<file path="src/rtl/alu_arbiter_if.sv">
// alu_arbiter_if: requester handshakes, responses and ALU port bundle.
// The arbiter takes the slave side; requesters/ALU sit on the master side.
interface alu_arbiter_if #(
   parameter int WIDTH = 32
);
   logic             req0_valid;
   logic             req0_ready;
   logic [WIDTH-1:0] req0_a;
   logic [WIDTH-1:0] req0_b;
   logic [3:0]       req0_ctrl;
   logic [4:0]       req0_shamt;
   logic             req1_valid;
   logic             req1_ready;
   logic [WIDTH-1:0] req1_a;
   logic [WIDTH-1:0] req1_b;
   logic [3:0]       req1_ctrl;
   logic [4:0]       req1_shamt;
   logic             resp0_valid;
   logic [WIDTH-1:0] resp0_out;
   logic             resp0_zero;
   logic             resp1_valid;
   logic [WIDTH-1:0] resp1_out;
   logic             resp1_zero;
   logic [WIDTH-1:0] ALU_reg_1;
   logic [WIDTH-1:0] ALU_reg_2;
   logic [3:0]       ALU_control;
   logic [4:0]       shamt;
   logic [WIDTH-1:0] ALU_out;
   logic             ALU_zero;
   logic             busy;

   modport slave (
      input  req0_valid, req0_a, req0_b, req0_ctrl, req0_shamt,
      input  req1_valid, req1_a, req1_b, req1_ctrl, req1_shamt,
      input  ALU_out, ALU_zero,
      output req0_ready, req1_ready,
      output resp0_valid, resp0_out, resp0_zero,
      output resp1_valid, resp1_out, resp1_zero,
      output ALU_reg_1, ALU_reg_2, ALU_control, shamt,
      output busy
   );

   modport master (
      output req0_valid, req0_a, req0_b, req0_ctrl, req0_shamt,
      output req1_valid, req1_a, req1_b, req1_ctrl, req1_shamt,
      output ALU_out, ALU_zero,
      input  req0_ready, req1_ready,
      input  resp0_valid, resp0_out, resp0_zero,
      input  resp1_valid, resp1_out, resp1_zero,
      input  ALU_reg_1, ALU_reg_2, ALU_control, shamt,
      input  busy
   );
endinterface

</file>
<file path="src/rtl/alu_arbiter.sv">
// alu_arbiter: round-robin share of one ALU between two requesters.
// Operands are registered onto the ALU, result captured after ALU_LAT cycles.
module alu_arbiter #(
   parameter int WIDTH   = 32,
   parameter int ALU_LAT = 1
) (
   input logic         clk,
   input logic         reset,
   alu_arbiter_if.slave bus
);
   typedef enum logic {IDLE, WAIT} state_t;

   localparam logic [3:0] CNT_INIT = 4'(ALU_LAT - 1);

   state_t           state;
   state_t           state_nx;
   logic [3:0]       cnt;
   logic             owner;
   logic             last;
   logic             acc;
   logic             gnt;
   logic             cap;
   logic [WIDTH-1:0] res_out;
   logic             res_zero;
   logic             rv0;
   logic             rv1;
   logic [WIDTH-1:0] r1;
   logic [WIDTH-1:0] r2;
   logic [3:0]       rc;
   logic [4:0]       rs;

   // Grant selection, accept/capture strobes and next state.
   always_comb begin
      state_nx = state;
      acc      = 1'b0;
      gnt      = 1'b0;
      cap      = 1'b0;
      unique case (state)
         IDLE: begin
            if (bus.req0_valid && bus.req1_valid) begin
               acc = 1'b1;
               gnt = ~last;
            end else if (bus.req0_valid) begin
               acc = 1'b1;
               gnt = 1'b0;
            end else if (bus.req1_valid) begin
               acc = 1'b1;
               gnt = 1'b1;
            end
            if (acc) state_nx = WAIT;
         end
         WAIT: begin
            if (cnt == 4'd0) begin
               cap      = 1'b1;
               state_nx = IDLE;
            end
         end
      endcase
   end

   // State register.
   always_ff @(posedge clk) begin
      if (reset) state <= IDLE;
      else       state <= state_nx;
   end

   // Operand capture, latency counter, result capture and response pulse.
   always_ff @(posedge clk) begin
      if (reset) begin
         r1       <= '0;
         r2       <= '0;
         rc       <= 4'b0000;
         rs       <= 5'd0;
         cnt      <= 4'd0;
         owner    <= 1'b0;
         last     <= 1'b1;
         res_out  <= '0;
         res_zero <= 1'b0;
         rv0      <= 1'b0;
         rv1      <= 1'b0;
      end else begin
         rv0 <= cap & ~owner;
         rv1 <= cap & owner;
         if (acc) begin
            r1    <= gnt ? bus.req1_a     : bus.req0_a;
            r2    <= gnt ? bus.req1_b     : bus.req0_b;
            rc    <= gnt ? bus.req1_ctrl  : bus.req0_ctrl;
            rs    <= gnt ? bus.req1_shamt : bus.req0_shamt;
            cnt   <= CNT_INIT;
            owner <= gnt;
            last  <= gnt;
         end else if (state == WAIT && cnt != 4'd0) begin
            cnt <= cnt - 4'd1;
         end
         if (cap) begin
            res_out  <= bus.ALU_out;
            res_zero <= bus.ALU_zero;
         end
      end
   end

   assign bus.req0_ready  = acc & ~gnt;
   assign bus.req1_ready  = acc & gnt;
   assign bus.resp0_valid = rv0;
   assign bus.resp1_valid = rv1;
   assign bus.resp0_out   = res_out;
   assign bus.resp1_out   = res_out;
   assign bus.resp0_zero  = res_zero;
   assign bus.resp1_zero  = res_zero;
   assign bus.ALU_reg_1   = r1;
   assign bus.ALU_reg_2   = r2;
   assign bus.ALU_control = rc;
   assign bus.shamt       = rs;
   assign bus.busy        = (state == WAIT);
endmodule
</file>
<file path="src/flat_wrapper.sv">
// flat-port wrapper written by rule: the top's interface ports become plain ports
module alu_arbiter_flat 
#(
   parameter int WIDTH   = 32,
   parameter int ALU_LAT = 1
)
  (clk, reset, bus_req0_valid, bus_req0_a, bus_req0_b, bus_req0_ctrl, bus_req0_shamt, bus_req1_valid, bus_req1_a, bus_req1_b, bus_req1_ctrl, bus_req1_shamt, bus_ALU_out, bus_ALU_zero, bus_req0_ready, bus_req1_ready, bus_resp0_valid, bus_resp0_out, bus_resp0_zero, bus_resp1_valid, bus_resp1_out, bus_resp1_zero, bus_ALU_reg_1, bus_ALU_reg_2, bus_ALU_control, bus_shamt, bus_busy);
  alu_arbiter_if #(.WIDTH(WIDTH)) bus_i ();
  input logic clk;
  input logic reset;
  input wire logic [$bits(bus_i.req0_valid)-1:0] bus_req0_valid;
  input wire logic [$bits(bus_i.req0_a)-1:0] bus_req0_a;
  input wire logic [$bits(bus_i.req0_b)-1:0] bus_req0_b;
  input wire logic [$bits(bus_i.req0_ctrl)-1:0] bus_req0_ctrl;
  input wire logic [$bits(bus_i.req0_shamt)-1:0] bus_req0_shamt;
  input wire logic [$bits(bus_i.req1_valid)-1:0] bus_req1_valid;
  input wire logic [$bits(bus_i.req1_a)-1:0] bus_req1_a;
  input wire logic [$bits(bus_i.req1_b)-1:0] bus_req1_b;
  input wire logic [$bits(bus_i.req1_ctrl)-1:0] bus_req1_ctrl;
  input wire logic [$bits(bus_i.req1_shamt)-1:0] bus_req1_shamt;
  input wire logic [$bits(bus_i.ALU_out)-1:0] bus_ALU_out;
  input wire logic [$bits(bus_i.ALU_zero)-1:0] bus_ALU_zero;
  output wire logic [$bits(bus_i.req0_ready)-1:0] bus_req0_ready;
  output wire logic [$bits(bus_i.req1_ready)-1:0] bus_req1_ready;
  output wire logic [$bits(bus_i.resp0_valid)-1:0] bus_resp0_valid;
  output wire logic [$bits(bus_i.resp0_out)-1:0] bus_resp0_out;
  output wire logic [$bits(bus_i.resp0_zero)-1:0] bus_resp0_zero;
  output wire logic [$bits(bus_i.resp1_valid)-1:0] bus_resp1_valid;
  output wire logic [$bits(bus_i.resp1_out)-1:0] bus_resp1_out;
  output wire logic [$bits(bus_i.resp1_zero)-1:0] bus_resp1_zero;
  output wire logic [$bits(bus_i.ALU_reg_1)-1:0] bus_ALU_reg_1;
  output wire logic [$bits(bus_i.ALU_reg_2)-1:0] bus_ALU_reg_2;
  output wire logic [$bits(bus_i.ALU_control)-1:0] bus_ALU_control;
  output wire logic [$bits(bus_i.shamt)-1:0] bus_shamt;
  output wire logic [$bits(bus_i.busy)-1:0] bus_busy;
  assign bus_i.req0_valid = bus_req0_valid;
  assign bus_i.req0_a = bus_req0_a;
  assign bus_i.req0_b = bus_req0_b;
  assign bus_i.req0_ctrl = bus_req0_ctrl;
  assign bus_i.req0_shamt = bus_req0_shamt;
  assign bus_i.req1_valid = bus_req1_valid;
  assign bus_i.req1_a = bus_req1_a;
  assign bus_i.req1_b = bus_req1_b;
  assign bus_i.req1_ctrl = bus_req1_ctrl;
  assign bus_i.req1_shamt = bus_req1_shamt;
  assign bus_i.ALU_out = bus_ALU_out;
  assign bus_i.ALU_zero = bus_ALU_zero;
  assign bus_req0_ready = bus_i.req0_ready;
  assign bus_req1_ready = bus_i.req1_ready;
  assign bus_resp0_valid = bus_i.resp0_valid;
  assign bus_resp0_out = bus_i.resp0_out;
  assign bus_resp0_zero = bus_i.resp0_zero;
  assign bus_resp1_valid = bus_i.resp1_valid;
  assign bus_resp1_out = bus_i.resp1_out;
  assign bus_resp1_zero = bus_i.resp1_zero;
  assign bus_ALU_reg_1 = bus_i.ALU_reg_1;
  assign bus_ALU_reg_2 = bus_i.ALU_reg_2;
  assign bus_ALU_control = bus_i.ALU_control;
  assign bus_shamt = bus_i.shamt;
  assign bus_busy = bus_i.busy;
  alu_arbiter #(.WIDTH(WIDTH), .ALU_LAT(ALU_LAT)) u_core (.clk(clk), .reset(reset), .bus(bus_i));
endmodule
</file>
<file path="config.mk">
export PLATFORM = sky130hd
export DESIGN_NAME = alu_arbiter_flat
export DESIGN_NICKNAME = d
export VERILOG_FILES = /design/src/rtl/alu_arbiter_if.sv /design/src/rtl/alu_arbiter.sv /design/src/flat_wrapper.sv
export SDC_FILE = /design/constraint.sdc
export NUM_CORES = 1
export LEC_CHECK = 0
export CAP_MARGIN = 20
export CORE_MARGIN = 2
export CORE_UTILIZATION = 27
export CTS_CLUSTER_DIAMETER = 200
export CTS_CLUSTER_SIZE = 40
export DETAILED_ROUTE_END_ITERATION = 12
export MAX_ROUTING_LAYER = met4
export PLACE_DENSITY_LB_ADDON = 0.2
export SYNTH_ARGS = -nofsm -noshare
export SYNTH_HDL_FRONTEND = slang
export SYNTH_SLANG_ARGS = --single-unit
</file>
<file path="constraint.sdc">
create_clock -name clk -period 2.2 [get_ports clk]
set_clock_uncertainty 0.15 [all_clocks]
set_input_delay 0.33 -clock clk [delete_from_list [all_inputs] [get_ports clk]]
set_output_delay 0.33 -clock clk [all_outputs]
set_load 0.05 [all_outputs]
</file>
* Yosys cells after proc, flatten, opt, wreduce, memory -nomap -nowiden *
Cells that the tools add are included.

word-level totals
  bits in registers = 115
  bits of input ports = 183

cells by class
  $add $sub $neg = 1
  multiplexer cells = 17
  bitwise logic cells = 8
  reduce and logical (&&, ||, !) cells = 5

operator list
  kind                 count
  $mux 32              2
  $mux 1               12
  $mux 5               1
  $and 1x1->1          4
  $logic_not 4->1      1
  $mux 4               1
  $not 1->1            4
  $reduce_bool 4->1    1
  $sub 4x1->4 const B  1
  $logic_and 1x1->1    2
  $pmux 1 s2           1
  $reduce_or 2->1      1

* Longest topological paths before layout *
Gate-level depths: netlist of run 1.

  depth after elaboration = 6
  mapped depth = 8
  gate-level depth less buffers = 6

* Least setup slack after synthesis of run 1 *
OpenSTA, ideal clock, no wires.

  path kind = register to output
  start = register u_core.state (netlist: u_core.bus.busy)
  end = output port bus_req1_ready
  arrival time = 1.650 ns
  data required time = 1.720 ns
  slack = 0.070 ns
  stages on the path, launching flop included = 8
  buffers on the path = 4
  cell sequence = dfxtp_1 -> buf_6 -> nand2b_4 -> a21o_1 -> clkbuf_2 -> buf_6 -> buf_6 -> inv_1

on the way
  cells in the longest elaborated chain, start to end = 2
  elaborated cells on any way between the ends = 3

RTL lines
  what                    RTL line            source
  from (decl)             alu_arbiter.sv:15   state_t state;
  from (signal assigned)  alu_arbiter.sv:64   else state <= state_nx;
  $mux 1                  alu_arbiter.sv:38   unique case (state)
  $and 1x1->1 *           alu_arbiter.sv:103  assign bus.req1_ready = acc & gnt;
  to (decl)               flat_wrapper.sv:24  output wire logic [$bits(bus_i.req1_ready)-1:0] bus_req1_ready;

Every way passes the cells marked *; elsewhere a longest branch is shown, timed or not.

* Final worst setup path of run 1 *
  start = register u_core.res_out[14] (netlist: u_core.bus.resp0_out[14])
  end = output port bus_resp1_out[14]

RTL lines
  what                    RTL line            source
  from (decl)             alu_arbiter.sv:23   logic [WIDTH-1:0] res_out;
  from (signal assigned)  alu_arbiter.sv:96   res_out <= bus.ALU_out;
  to (decl)               flat_wrapper.sv:29  output wire logic [$bits(bus_i.resp1_out)-1:0] bus_resp1_out;

No word-level cell between the ends.

==> results of run 1 <==
-- routing by layer --
| layer | global-route usage, % | vias up | routed length [um] |
|---|---|---|---|
| met4 | 5.441 | 0 | 130 |
| met1 | 17.02 | 2174 | 5969 |
| li1 | - | 2348 | - |
| met3 | 7.481 | 11 | 1621 |
| met2 | 30.65 | 212 | 8378 |
| met5 | - | - | 0 |
-- flip-flops by register name (all words and copies together) (netlist names) --
register                count
u_core.owner                1
u_core.bus.resp1_valid      1
u_core.bus.shamt            5
u_core.last                 1
u_core.cnt                  4
u_core.bus.resp0_zero       1
u_core.bus.ALU_reg_2       32
u_core.bus.resp0_valid      1
u_core.bus.ALU_reg_1       32
u_core.bus.resp0_out       32
u_core.bus.busy             1
u_core.bus.ALU_control      4
-- cell families after synthesis --
| kind of cell | Yosys count | synth area share (%) |
|---|---|---|
| simple gates | 161 | 13.53 |
| buf+inv | 74 | 9.893 |
| compound gates | 113 | 12.07 |
| xor+xnor | 3 | 0.5497 |
| fa+ha+maj | 2 | 0.5233 |
| flops | 115 | 48.15 |
| mux | 73 | 15.28 |
-- worst min-delay path by stage --
stage | from | end | slack [ns] | depth (start not counted)
6_report | u_core.bus.ALU_reg_1[3] | u_core.bus.ALU_reg_1[3] | 0.29 | 2
5_1_grt | u_core.bus.ALU_reg_1[26] | u_core.bus.ALU_reg_1[26] | 0.31 | 2
4_1_cts | u_core.bus.ALU_reg_1[3] | u_core.bus.ALU_reg_1[3] | 0.30 | 2
3_5_place_dp | u_core.bus.ALU_reg_1[3] | u_core.bus.ALU_reg_1[3] | 0.29 | 2
3_3_place_gp | u_core.bus.ALU_reg_2[23] | u_core.bus.ALU_reg_2[23] | 0.28 | 2
2_1_floorplan | u_core.owner | u_core.bus.resp0_valid | 0.27 | 1
-- metrics by stage --
step / worst slack, ns / power, mW / hold slack [ns] / cells
after global placement: 0.1168 / 4.450 / 0.2842 / 1036
final: 0.1097 / 7.279 / 0.2928 / 1068
after detailed placement: 0.09413 / 4.470 / 0.2903 / 1036
after CTS: 0.06860 / 7.371 / 0.2971 / 1068
after global routing: 0.04305 / 7.572 / 0.3109 / 1068
after floorplan: 0.07017 / 3.620 / 0.2663 / 541
-- Yosys cell counts --
master      n  share of area (%)
a211o_1     1               0.18
a211oi_1    1               0.16
a21o_1      1               0.16
a21oi_1    36                3.8
and2_1      2               0.26
buf_2      13                1.4
buf_4      33                5.2
buf_6       7                1.6
clkbuf_1   15                1.2
clkbuf_2    2               0.21
dfxtp_1   115                 48
ha_1        2               0.52
inv_1       4               0.31
mux2i_1    73                 15
nand2_1   143                 11
nand2b_1    2               0.26
nand2b_4    1               0.29
nand3_1     1               0.10
nor2_1      4               0.31
nor2b_1     1               0.13
nor3_1      3               0.31
nor3b_1     2               0.31
o21ai_0    25                2.6
o21ai_1    48                5.0
o21bai_1    1               0.16
or2_1       1               0.13
or3b_2      1               0.18
xnor2_1     1               0.18
xor2_1      2               0.37
-- cell type report --
type                       instances  area (um2)
fill                            1550        8582
timing repair buffer             340        3472
sequential                       115        2302
multi-input combinational        352        2021
clock buffer                      23       498.0
tap                              225       281.5
clock inverter                     9       125.1
inverter                           4       15.01
-- cells in the final DEF, fill, tap and decap left out --
cell type        count
nor3b_1              2
clkinv_2             4
buf_12               9
nor3_1               3
inv_1                4
a21o_4               1
clkdlybuf4s50_1    322
nand2_1            143
xor2_1               2
a21oi_1             36
a211o_1              1
and2_1               2
buf_4                8
mux2i_1             73
or2_2                1
nor2_1               4
nand3_1              1
clkbuf_1             1
clkinvlp_4           2
nor2b_4              1
o21bai_1             1
clkbuf_16           17
dfxtp_1            115
dlygate4sd2_1        1
nand2b_4             1
ha_1                 2
or3b_2               1
bufinv_16            3
xnor2_1              1
a211oi_1             1
nand2b_1             2
o21ai_0             25
o21ai_1             48
clkbuf_8             5
-- power groups by stage --
stage / Combinational [mW] / Sequential, mW / Clock [mW]
after floorplan: 0.628 / 2.99 / 0
final: 2.04 / 2.37 / 2.87
after global routing: 2.15 / 2.39 / 3.03
after global placement: 2.04 / 2.40 / 0
after detailed placement: 2.06 / 2.41 / 0
after CTS: 2.06 / 2.37 / 2.94
==> metrics.md, run 1 <==
| Metric | Value |
|---|---|
| Reg2reg end | `u_core.bus.resp0_out[12]` |
| Routed Wire Length | `~16000 um` |
| Switching share of total power | `30.86%` |
| First-pass GRT wire length | `24080 um` |
| DR vias/cell | `approximately 4.4` |
| Post-Place Cell Area | `between 8000 and 9000 um2` |
| Core Util, Final | `50.38%` |
| Post-route ant nets | `0` |
| Post-CTS Resized | `1` |
| Critical-path maximum fanout | `3` |
| Core area | `about 17000 um2` |
| Crit share post-route | `95.01%` |
| Post-Syn Nets | `around 730` |
| Count of final max-slew check failures | `0` |
| Share of cells above drive strength 1 | `6.287%` |
| Setup-failing EPs final | `0` |
| Critical path endpoint | `bus_resp1_out[14]` |
| Slew @ Worst Pin | `0.5929 ns` |
| Total Routing Usage GR | `17.29%` |
| Delay-heaviest family, CP | `buffers and inverters` |
| Iter 0 DRT Violations | `112` |
| Root Driver | `clkbuf_16` |
| Number of global-route vias before repair | `4802` |
| Drt wl/cell | `around 15 um` |
| Cts hold-fix bufs | `0` |
| Final min period | `~2.1 ns` |
| I/O Pins | `327` |
| Residual DRC count | `0` |
| Starting Density | `27.64%` |
| Die area | `18790 um2` |
| Layout area overhead | `82.28%` |
| Unrepaired setup endpoints after global routing | `false` |
| Antenna Cells | `0` |
| CP max stage delay | `0.82 ns` |
| Clk pwr share | `39.4%` |
| Worst path bufs/invs | `1` |
| Max clock buf depth | `2` |
| Mean post-synth cell area | `8.837 um2` |
| Worst-path clk slew | `0.05 ns` |
| Clock sink total | `115` |
| Post-Syn Area | `4781 um2` |
| Clk_lat worst skew | `0.41 ns` |
| Critical Path, Cell by Cell | `clkdlybuf4s50_1` |
| Reg2reg path depth | `7` |
| Hold Vio Cnt, Final | `0` |
| Worst reg2reg setup slack | `0.39 ns` |
| Synth warn | `0` |
| CP Depth | `1` |
| Max Clk Rate | `~480 MHz` |
| Pleak | `around 3.6 nW` |
| Nets | `1015` |
| Num CTS Buffers | `17` |
| Post-synthesis sequential area ratio | `48.15%` |
| Detailed Place HPWL | `approximately 13000 um` |
| Std-Cell Rows | `48` |
| Final Wtd Congestion | `0.7680` |
| CP max stage cell | `clkdlybuf4s50_1` |
| Sequential power share | `32.6%` |
| Final TNS setup | `0 ns` |
| H-tree depth | `4` |
| Worst vdd ir | `between 0.5 and 0.6 mV` |
| Max-Cap Viols | `0` |
| Critical path launch point type | `flip-flop` |
| #FFs+latches synth | `115` |
| Switch Pwr | `2.246 mW` |
| Critical Path RT | `approximately 1.7 ns` |
| Crit path DAT | `around 1.6 ns` |
| Post-synthesis cell type count | `29` |
| Fin area | `8715 um2` |
| DIE HEIGHT | `137.1 um` |
| Pre-antenna DRT Iters | `4` |
| Internal power | `5.033 mW` |
| Crit path from | `u_core.bus.resp0_out[14]` |
| Port Buffers | `about 330` |
| Chip Width | `137.1 um` |
| Pwr Density | `835.2 nW/um2` |
| Largest net degree at the start of global routing | `40` |
| Initial antenna violation count | `0` |
| Power share of the combinational group | `28.0%` |
| Postcts setup bufs | `0` |
| Vias | `4745` |
| Grt total ovfl | `0` |
| Gate Count Post-Synth | `541` |
| CTS tree | `done` |
| R2r startpoint | `u_core.cnt[0]` |
| Critical path class | `flip-flop to output port` |
| Worst rel slew slack | `between 60% and 70%` |
| HP Class | `flip-flop to flip-flop` |
| Outcome | `completed` |
| CP endpoint kind | `output port` |
No activity file was read; power rests on OpenSTA's default activity.
==> run 2: changes to the inputs <==
clock period = 2.1 ns   (was 2.2 ns; I/O delays follow)
==> metrics.md, run 2 (synthesis results as in run 1) <==
| Metric | Value |
|---|---|
| Delay-heaviest family, CP | `buffers and inverters` |
| Residual DRC count | `0 (unchanged)` |
| H-tree depth | `4 (unchanged)` |
| Critical Path, Cell by Cell | `clkdlybuf4s50_1` |
| Fin area | `8757 um2 (+0.49%)` |
| CP endpoint kind | `output port` |
| Vias | `4703 (-0.89%)` |
| Max-Cap Viols | `0 (unchanged)` |
| HP Class | `flip-flop to flip-flop` |
| Clk pwr share | `38.7% (-0.7 points)` |
| Critical Path RT | `1.63 ns (-0.09 ns)` |
| Unrepaired setup endpoints after global routing | `false` |
| Outcome | `completed` |
| Grt total ovfl | `0 (unchanged)` |
| Hold_ws | `0.2956 ns (+0.002806 ns)` |
| Num CTS Buffers | `17 (unchanged)` |
| Worst rel slew slack | `62.00% (+1.7 points)` |
| First-pass GRT wire length | `23780 um (-1.2%)` |
| DR vias/cell | `4.395 (-1.1%)` |
| Fillers | `1570 (+1.3%)` |
| Antenna Cells | `0 (unchanged)` |
| Slew @ Worst Pin | `0.5682 ns (-0.02467 ns)` |
| Switching share of total power | `31.78% (+0.92 points)` |
| Routed Wire Length | `16230 um (+0.80%)` |
| CTS tree | `done` |
| Critical path class | `flip-flop to output port` |
| Chip Width | `137.1 um (unchanged)` |
| Pleak | `3.960 nW (+11%)` |
| Starting Density | `27.64% (unchanged)` |
| Drt wl/cell | `15.17 um (+0.61%)` |
| Count of final max-slew check failures | `0 (unchanged)` |
| Initial antenna violation count | `0 (unchanged)` |
| Post-Place Cell Area | `8103 um2 (+0.12%)` |
| Std-Cell Rows | `48 (unchanged)` |
| Die area | `18790 um2 (unchanged)` |
| Internal power | `5.145 mW (+2.2%)` |
| Setup-failing EPs final | `0 (unchanged)` |
| Final TNS setup | `0 ns (unchanged)` |
| Max Clk Rate | `roughly 500 MHz` |
| Critical-path maximum fanout | `2 (-1)` |
| Switch Pwr | `2.397 mW (+6.7%)` |
| Worst vdd ir | `0.5202 mV (+2.3%)` |
| Sequential power share | `33.0% (+0.4 points)` |
| Largest net degree at the start of global routing | `40 (unchanged)` |
| Worst-path clk slew | `0.06 ns (about the same)` |
| CP max stage cell | `clkdlybuf4s50_1` |
| I/O Pins | `327 (unchanged)` |
| Root Driver | `clkbuf_16` |
| Share of cells above drive strength 1 | `7.219% (+0.93 points)` |
| Final Wtd Congestion | `0.7483 (-2.6%)` |
| Worst path bufs/invs | `1 (unchanged)` |
| Nets | `1017 (+0.20%)` |
| Power share of the combinational group | `28.4% (+0.4 points)` |
| Clk_lat worst skew | `0.40 ns (about the same)` |
| Core area | `17300 um2 (unchanged)` |
| Crit path DAT | `1.59 ns (-0.02 ns)` |
| Pwr Density | `861.2 nW/um2 (+3.1%)` |
| Cts hold-fix bufs | `0 (unchanged)` |
| Commonest cells after routing, fill and taps aside | `291 x clkdlybuf4s50_1, 143 x nand2_1, 114 x dfxtp_1` |
| Iter 0 DRT Violations | `119 (+6.3%)` |
| Max clock buf depth | `2 (unchanged)` |
| Crit share post-route | `98.06%` |
| Commonest non-fill, non-tap cell in the layout | `clkdlybuf4s50_1` |
| CP max stage delay | `0.83 ns (about the same)` |
| Layout area overhead | `83.17%` |
| Final min period | `just over 2 ns` |
| Pre-antenna DRT Iters | `4 (unchanged)` |
| Hold Vio Cnt, Final | `0 (unchanged)` |
| Clock sink total | `115 (unchanged)` |
| Detailed Place HPWL | `12640 um (+0.79%)` |
| Critical path launch point type | `flip-flop` |
| Port Buffers | `326 (unchanged)` |
| Total Routing Usage GR | `17.11% (-0.18 points)` |
| Number of global-route vias before repair | `4677 (-2.6%)` |
| Post-route ant nets | `0 (unchanged)` |
| DIE HEIGHT | `137.1 um (unchanged)` |
run 2: cell count changes in the layout (fill, tap and decap cells not counted):
cell             previous run  this run
clkinvlp_4                  2         6
clkdlybuf4s50_1           322       291
clkinv_4                    0         2
dfxtp_1                   115       114
dlymetal6s2s_1              0        23
buf_4                       8        14
clkbuf_8                    5         1
clkinv_2                    4         3
inv_1                       4         3
dfxtp_2                     0         1
dlygate4sd2_1               1         5
run 2: worst paths after layout:
check / startpoint / endpoint / slack [ns] / cells after the start
worst min-delay path: u_core.bus.ALU_reg_1[1] / u_core.bus.ALU_reg_1[1] / 0.30 / 2
worst max register to register: u_core.cnt[0] / u_core.cnt[1] / 0.35 / 5
worst max-delay path: u_core.bus.ALU_reg_1[23] / bus_ALU_reg_1[23] / 0.04 / 1
worst min register to register: u_core.bus.ALU_reg_1[1] / u_core.bus.ALU_reg_1[1] / 0.30 / 2
run 2: final cells by class:
type | instances | area, um2 | area share [%]
flip-flops and latches | 115 | 2303 | 26.30
inverters | 4 | 18.77 | 0.2143
well taps | 225 | 281.5 | 3.215
multi-input cells | 352 | 2021 | 23.07
clock buffers | 19 | 442.9 | 5.058
clock inverters | 13 | 160.2 | 1.829
repair buffers | 342 | 3530 | 40.31
run 2: per-stage QoR:
stage / power (mW) / worst slack (ns) / cells / util, %
floorplan: 3.794 / 0.1419 / 541 / -
global placement: 4.674 / 0.08777 / 1038 / 46.85
detailed placement: 4.694 / 0.03598 / 1038 / 46.85
CTS: 7.650 / 0.001806 / 1070 / 50.30
global route: 7.847 / 0.0005790 / 1070 / 50.63
finish: 7.541 / 0.04084 / 1070 / 50.63
run 2: repair_timing:
action                                  4_1_cts  5_1_grt
resized for setup                             5       23
endpoints found under the hold margin         0        0
buffers inserted                              0        0
endpoints found under the setup margin        6       27
run 2: power by group through the flow:
stage	clock (mW)	sequential (mW)	combinational, mW
floorplan	0	3.14	0.659
global placement	0	2.52	2.15
detailed placement	0	2.53	2.16
CTS	3.00	2.49	2.17
global route	3.08	2.51	2.26
finish	2.92	2.49	2.14
run 2: per-layer routing:
metal	global-route usage (%)	up-vias	routed length [um]
li1	-	2360	-
met1	17.78	2118	6155
met2	29.35	210	8169
met3	7.333	15	1681
met4	5.155	0	221
met5	-	-	0
